===== src/rtl/barker_pkg.sv =====
// Shared definitions for the Barker correlator front end.
//   BARKER_LEN  : length of the Barker-11 code, default frame length limit
//   GOLDEN_SEQ  : reference Barker-11 pattern, MSB transmitted first
//   arb_state_t : frame arbiter state encoding
package barker_pkg;

   localparam int unsigned               BARKER_LEN = 11;
   localparam logic [BARKER_LEN-1:0]     GOLDEN_SEQ = 11'b11100010010;

   typedef enum logic [1:0] {
      s_idle,
      s_pass,
      s_drain
   } arb_state_t;

endpackage


===== src/rtl/barker_frame_arbiter_rr_pick.sv =====
// Combinational round-robin picker.
//   req        : per-source request vector
//   last_grant : index of the most recently granted source
//   grant      : first requester found searching upward from last_grant+1
//   any_req    : at least one request present
module rr_pick
   import barker_pkg::*;
#(
   parameter int unsigned N_SRC = 2,
   parameter int unsigned GW    = 1
) (
   input  logic [N_SRC-1:0] req,
   input  logic [GW-1:0]    last_grant,
   output logic [GW-1:0]    grant,
   output logic             any_req
);

   int unsigned idx;

   // Walk offsets from farthest to nearest so the nearest requester
   // after last_grant is the final (winning) assignment.
   always_comb begin
      grant   = '0;
      any_req = 1'b0;
      idx     = 0;
      for (int unsigned off = N_SRC; off > 0; off--) begin
         idx = (32'(last_grant) + off) % N_SRC;
         if (req[idx]) begin
            grant   = GW'(idx);
            any_req = 1'b1;
         end
      end
   end

endmodule


===== src/rtl/barker_frame_arbiter.sv =====
// Frame-granular round-robin arbiter feeding the 1-bit Barker correlator
// input. A grant is held from the first beat of a frame through its tlast;
// frames longer than MAX_FRAME_LEN are cut with a forced tlast and the
// remainder is drained from the source.
//   i_clk, i_rst_n   : clock, synchronous active-low reset
//   i_enable         : allows new grants; a frame in progress always completes
//   s_axis_*         : N_SRC source streams (bit k belongs to source k)
//   m_axis_*         : stream to correlator, m_axis_tid = granted source
//   o_frame_cnt      : frames forwarded (wraps)
//   o_len_err        : one-cycle pulse after a truncation
//   o_len_err_cnt    : truncations (saturates)
module barker_frame_arbiter
   import barker_pkg::*;
#(
   parameter int unsigned  N_SRC         = 2,
   parameter int unsigned  MAX_FRAME_LEN = BARKER_LEN,
   parameter int unsigned  CNT_W         = 16,
   localparam int unsigned GW            = (N_SRC > 1) ? $clog2(N_SRC) : 1
) (
   input  logic             i_clk,
   input  logic             i_rst_n,
   input  logic             i_enable,
   input  logic [N_SRC-1:0] s_axis_tdata,
   input  logic [N_SRC-1:0] s_axis_tvalid,
   input  logic [N_SRC-1:0] s_axis_tlast,
   output logic [N_SRC-1:0] s_axis_tready,
   output logic             m_axis_tdata,
   output logic             m_axis_tvalid,
   output logic             m_axis_tlast,
   input  logic             m_axis_tready,
   output logic [GW-1:0]    m_axis_tid,
   output logic [CNT_W-1:0] o_frame_cnt,
   output logic             o_len_err,
   output logic [CNT_W-1:0] o_len_err_cnt
);

   localparam int unsigned      BW        = $clog2(MAX_FRAME_LEN + 1);
   localparam logic [BW-1:0]    BEAT_LAST = BW'(MAX_FRAME_LEN - 1);
   localparam logic [BW-1:0]    BEAT_ONE  = BW'(1);
   localparam logic [CNT_W-1:0] CNT_ONE   = CNT_W'(1);

   arb_state_t    state, state_n;
   logic [GW-1:0] grant, last_grant, pick;
   logic [BW-1:0] beat_cnt;
   logic          any_req;
   logic          beat, at_limit, src_last;

   rr_pick #(
      .N_SRC (N_SRC),
      .GW    (GW)
   ) u_rr_pick (
      .req        (s_axis_tvalid),
      .last_grant (last_grant),
      .grant      (pick),
      .any_req    (any_req)
   );

   always_ff @(posedge i_clk) begin
      if (!i_rst_n) state <= s_idle;
      else          state <= state_n;
   end

   // Outputs are forced quiet while reset is held so an abandoned frame
   // cannot complete a handshake during the reset cycle.
   always_comb begin
      state_n       = state;
      s_axis_tready = '0;
      m_axis_tdata  = 1'b0;
      m_axis_tvalid = 1'b0;
      m_axis_tlast  = 1'b0;
      m_axis_tid    = '0;
      beat          = 1'b0;
      at_limit      = (beat_cnt == BEAT_LAST);
      src_last      = s_axis_tlast[grant];
      if (i_rst_n) begin
         unique case (state)
            s_idle: begin
               if (i_enable && any_req) state_n = s_pass;
            end
            s_pass: begin
               m_axis_tdata         = s_axis_tdata[grant];
               m_axis_tvalid        = s_axis_tvalid[grant];
               m_axis_tlast         = src_last | at_limit;
               m_axis_tid           = grant;
               s_axis_tready[grant] = m_axis_tready;
               beat                 = s_axis_tvalid[grant] & m_axis_tready;
               if (beat && src_last)      state_n = s_idle;
               else if (beat && at_limit) state_n = s_drain;
            end
            s_drain: begin
               s_axis_tready[grant] = 1'b1;
               if (s_axis_tvalid[grant] && src_last) state_n = s_idle;
            end
            default: state_n = s_idle;
         endcase
      end
   end

   always_ff @(posedge i_clk) begin
      if (!i_rst_n) begin
         grant         <= '0;
         last_grant    <= GW'(N_SRC - 1);
         beat_cnt      <= '0;
         o_frame_cnt   <= '0;
         o_len_err     <= 1'b0;
         o_len_err_cnt <= '0;
      end else begin
         o_len_err <= 1'b0;
         case (state)
            s_idle: begin
               if (i_enable && any_req) begin
                  grant      <= pick;
                  last_grant <= pick;
                  beat_cnt   <= '0;
               end
            end
            s_pass: begin
               if (beat) begin
                  beat_cnt <= beat_cnt + BEAT_ONE;
                  if (src_last || at_limit) o_frame_cnt <= o_frame_cnt + CNT_ONE;
                  // A source tlast on the limit beat is a normal end.
                  if (!src_last && at_limit) begin
                     o_len_err <= 1'b1;
                     if (o_len_err_cnt != '1) o_len_err_cnt <= o_len_err_cnt + CNT_ONE;
                  end
               end
            end
            default: ;
         endcase
      end
   end

endmodule


===== config.mk =====
export PLATFORM = sky130hd
export DESIGN_NAME = barker_frame_arbiter
export DESIGN_NICKNAME = d
export VERILOG_FILES = /design/src/rtl/barker_pkg.sv /design/src/rtl/barker_frame_arbiter_rr_pick.sv /design/src/rtl/barker_frame_arbiter.sv
export SDC_FILE = /design/constraint.sdc
export NUM_CORES = 1
export LEC_CHECK = 0
export ABC_AREA = 0
export ABC_CLOCK_PERIOD_IN_PS = 3020
export BUFFER_PORTS_ARGS = -buffer_cell sky130_fd_sc_hd__buf_2
export CAP_MARGIN = 25
export CELL_PAD_IN_SITES_DETAIL_PLACEMENT = 0
export CELL_PAD_IN_SITES_GLOBAL_PLACEMENT = 2
export CORE_ASPECT_RATIO = 0.5
export CORE_MARGIN = 2
export CORE_UTILIZATION = 32
export DETAILED_ROUTE_END_ITERATION = 8
export HOLD_SLACK_MARGIN = 0.06
export MAX_ROUTING_LAYER = met4
export PLACE_DENSITY_LB_ADDON = 0.1
export SYNTH_ARGS = -nofsm -noshare
export SYNTH_HDL_FRONTEND = slang
export SYNTH_HIERARCHICAL = 1
export SYNTH_SLANG_ARGS = --single-unit

===== constraint.sdc =====
create_clock -name i_clk -period 3.02 [get_ports i_clk]
set_clock_uncertainty 0.2 [all_clocks]
set_input_delay 0.453 -clock i_clk [delete_from_list [all_inputs] [get_ports i_clk]]
set_output_delay 0.453 -clock i_clk [all_outputs]
set_load 0.02 [all_outputs]

==> metrics.txt <==
Antenna Nets Post-Route=0; largest cells by area after synthesis=dfxtp_1, xnor2_1, and2_1, nand3_1, ha_1; status=complete, no violations; most common cell in the netlist=dfxtp_1; Worst R2R Path Depth=7; Antenna Cells=0; area grow syn2layout=24.1%; CTS H-tree depth=2; nets=308; unrepaired setup endpoints after global routing=false; fin crit share=93.1%; Post-synth EDFFs=0; largest vdd supply drop=0.169 mV; critical path class=flop to flop; post-synthesis cell area=0.00213 mm²; TritonRoute pass-1 iters=4; first-pass GRT wire length=7.98 mm; Congestion Overflow GR=0; PnR worst setup slack=208 ps; power per cell area=528 mW/mm²; Hold Crit Depth=1; Sink Count=41; Routability Congestion=0.746; Required @ worst endpoint=3030 ps; CP endpoint kind=flop; die height=61.7 µm; main flop type after synthesis=dfxtp_1; vias per cell=4.77; share of layout cells above drive strength 1=23.3%; Rows=20; WL/cell=12.7 µm; vias in the first global route=1638; FILL cells=668; die width=119 µm; crit path DAT=2830 ps; quantity of I/O buffers inserted on ports=48; Core Area=0.00626 mm²; WL final=4.82 mm; total I/O pin count=49; Starting Density=34.0%; Tot GR Track Use=14.5%; largest net degree at the start of global routing=46; Max-Cap Viols=0; final slew viol count=0; top-area cell type share of the netlist area=38.5%; die area=0.00736 mm²; Hold Crit Class=flop to flop; synth warn=6; root buffer cell=clkbuf_16; net count after synthesis=257; CP max-delay cell=or4b_4; CTS tree=yes; setup tns final=0 ps; FF+latch count, synth=41; clk buf depth=2; initial antenna violation count=0; async set-reset flop share out of synthesis=0%; Worst-Margin Slew=516 ps; Remaining DRCs=0; post-synthesis sequential area ratio=38.5%; Detail Placement HPWL=3.57 mm; f_max=356 MHz; final hold violations=0; Final min period=2810 ps; Leak=1.14 nW; total CTS buffers=5; Netlist cell types=44; Final setup viols=0; Startpoint Class=flop; cell chain of the critical path=inv_1 -> ha_2 -> nand3_1 -> or4b_4 -> or4_4 -> or3_1 -> a21boi_1; worst-skew pair later-pin latency=280 ps; Initial DRC Count=78; crit-path max FO=12; Slew headroom=65.4%; vias=1811; post-synth top area cell=dfxtp_1; Power Total=0.00140 W; cells after synthesis=240; syn_area_per_cell=8.87 µm²; Worst path max stage delay=620 ps; dpl ws=116 ps; top post-synthesis cells by count=dfxtp_1, nand2_1, and2_1, nand3_1, xnor2_1; clk slew on worst S/H paths=60 ps; Post CTS Setup Buffer Count=0
## flip-flops by register name (all words and copies together), names as in the netlist
signal / flops
state: 2
beat_cnt: 4
o_len_err_cnt: 16
o_len_err: 1
o_frame_cnt: 16
grant: 1
last_grant: 1
## final cells by class
type / count / area [µm²] / share of cell area (%)
multi-input cells: 180 / 1240 / 46.9
flip-flops and latches: 41 / 821 / 31.0
repair buffers: 53 / 278 / 10.5
clock buffers: 7 / 153 / 5.77
well taps: 88 / 110 / 4.16
inverters: 10 / 37.5 / 1.42
clock inverters: 1 / 5.00 / 0.189
## stage by stage
stage	util, %	area (µm²)	hold WS (ps)	std cells
4_1_cts	42.2	2640	279	380
5_1_grt	42.3	2640	313	380
6_report	42.3	2640	267	380
3_3_place_gp	39.6	2480	256	372
2_1_floorplan	-	2130	241	240
3_5_place_dp	39.6	2480	259	372
## cells by family (layout without fill, tap and decap cells)
kind of cell	after synthesis	count (layout)	synth area share (%)
compound gates	28	28	9.05
fa+ha+maj	7	7	4.11
xor+xnor	25	25	10.3
simple gates	111	111	29.2
flops	41	41	38.5
mux	9	9	4.99
buf+inv	19	71	3.82
## metal layers
layer	vias up	GRT usage, %	wire (µm)
met5	-	-	0
met4	0	3.03	20
met3	2	4.72	233
met2	36	21.3	1930
met1	820	19.5	2630
li1	953	-	-
## worst paths after layout
check | slack [ps] | endpoint | from
max reg2reg | 210 | o_len_err_cnt[10]$_SDFFE_PN0P_ | state[1]$_SDFFE_PN0P_
min reg2reg | 270 | o_frame_cnt[15]$_SDFFE_PN0P_ | o_frame_cnt[15]$_SDFFE_PN0P_
max | 210 | o_len_err_cnt[10]$_SDFFE_PN0P_ | state[1]$_SDFFE_PN0P_
min | 270 | o_frame_cnt[15]$_SDFFE_PN0P_ | o_frame_cnt[15]$_SDFFE_PN0P_
## cell usage in the layout, fill, tap and decap left out, types with 2 or more instances in the layout
master	count
nor4b_1	2
nor3_1	4
inv_1	10
nor2_1	7
a211oi_1	5
xor2_1	9
o211ai_1	3
o21a_1	2
clkbuf_8	2
a21boi_1	2
nand2_1	20
nand4_1	9
nand3_1	19
and2_1	19
ha_1	6
and3_1	6
dfxtp_1	41
or3_1	2
o21ai_0	6
xnor2_1	16
nor4_1	4
nand2b_1	2
a21boi_0	2
clkbuf_16	5
and4_1	3
nor2b_1	7
mux2i_1	7
a21oi_1	3
buf_2	48
buf_4	5
## worst max-delay path: cells and delay by family (launching register included)
kind,cells,cell delay (ps)
DFF,1,330
and+or+nand+nor,4,1750
adders and majority gates,1,240
AOI/OAI and AO/OA,1,140
buffers and inverters,1,80
## repair_timing
action | in CTS | in global routing
gates resized for setup | 0 | 2
hold buffers | 0 | 0
setup endpoints to repair | 0 | 1
## where the power goes
group	internal (W)	switching (W)	total [W]
registers	0.000564	0.0000177	0.000582
logic	0.0000975	0.000163	0.000260
clock network	0.000350	0.000203	0.000553
total	0.00101	0.000384	0.00140
Note: power is estimated with default switching activity, not from simulation.
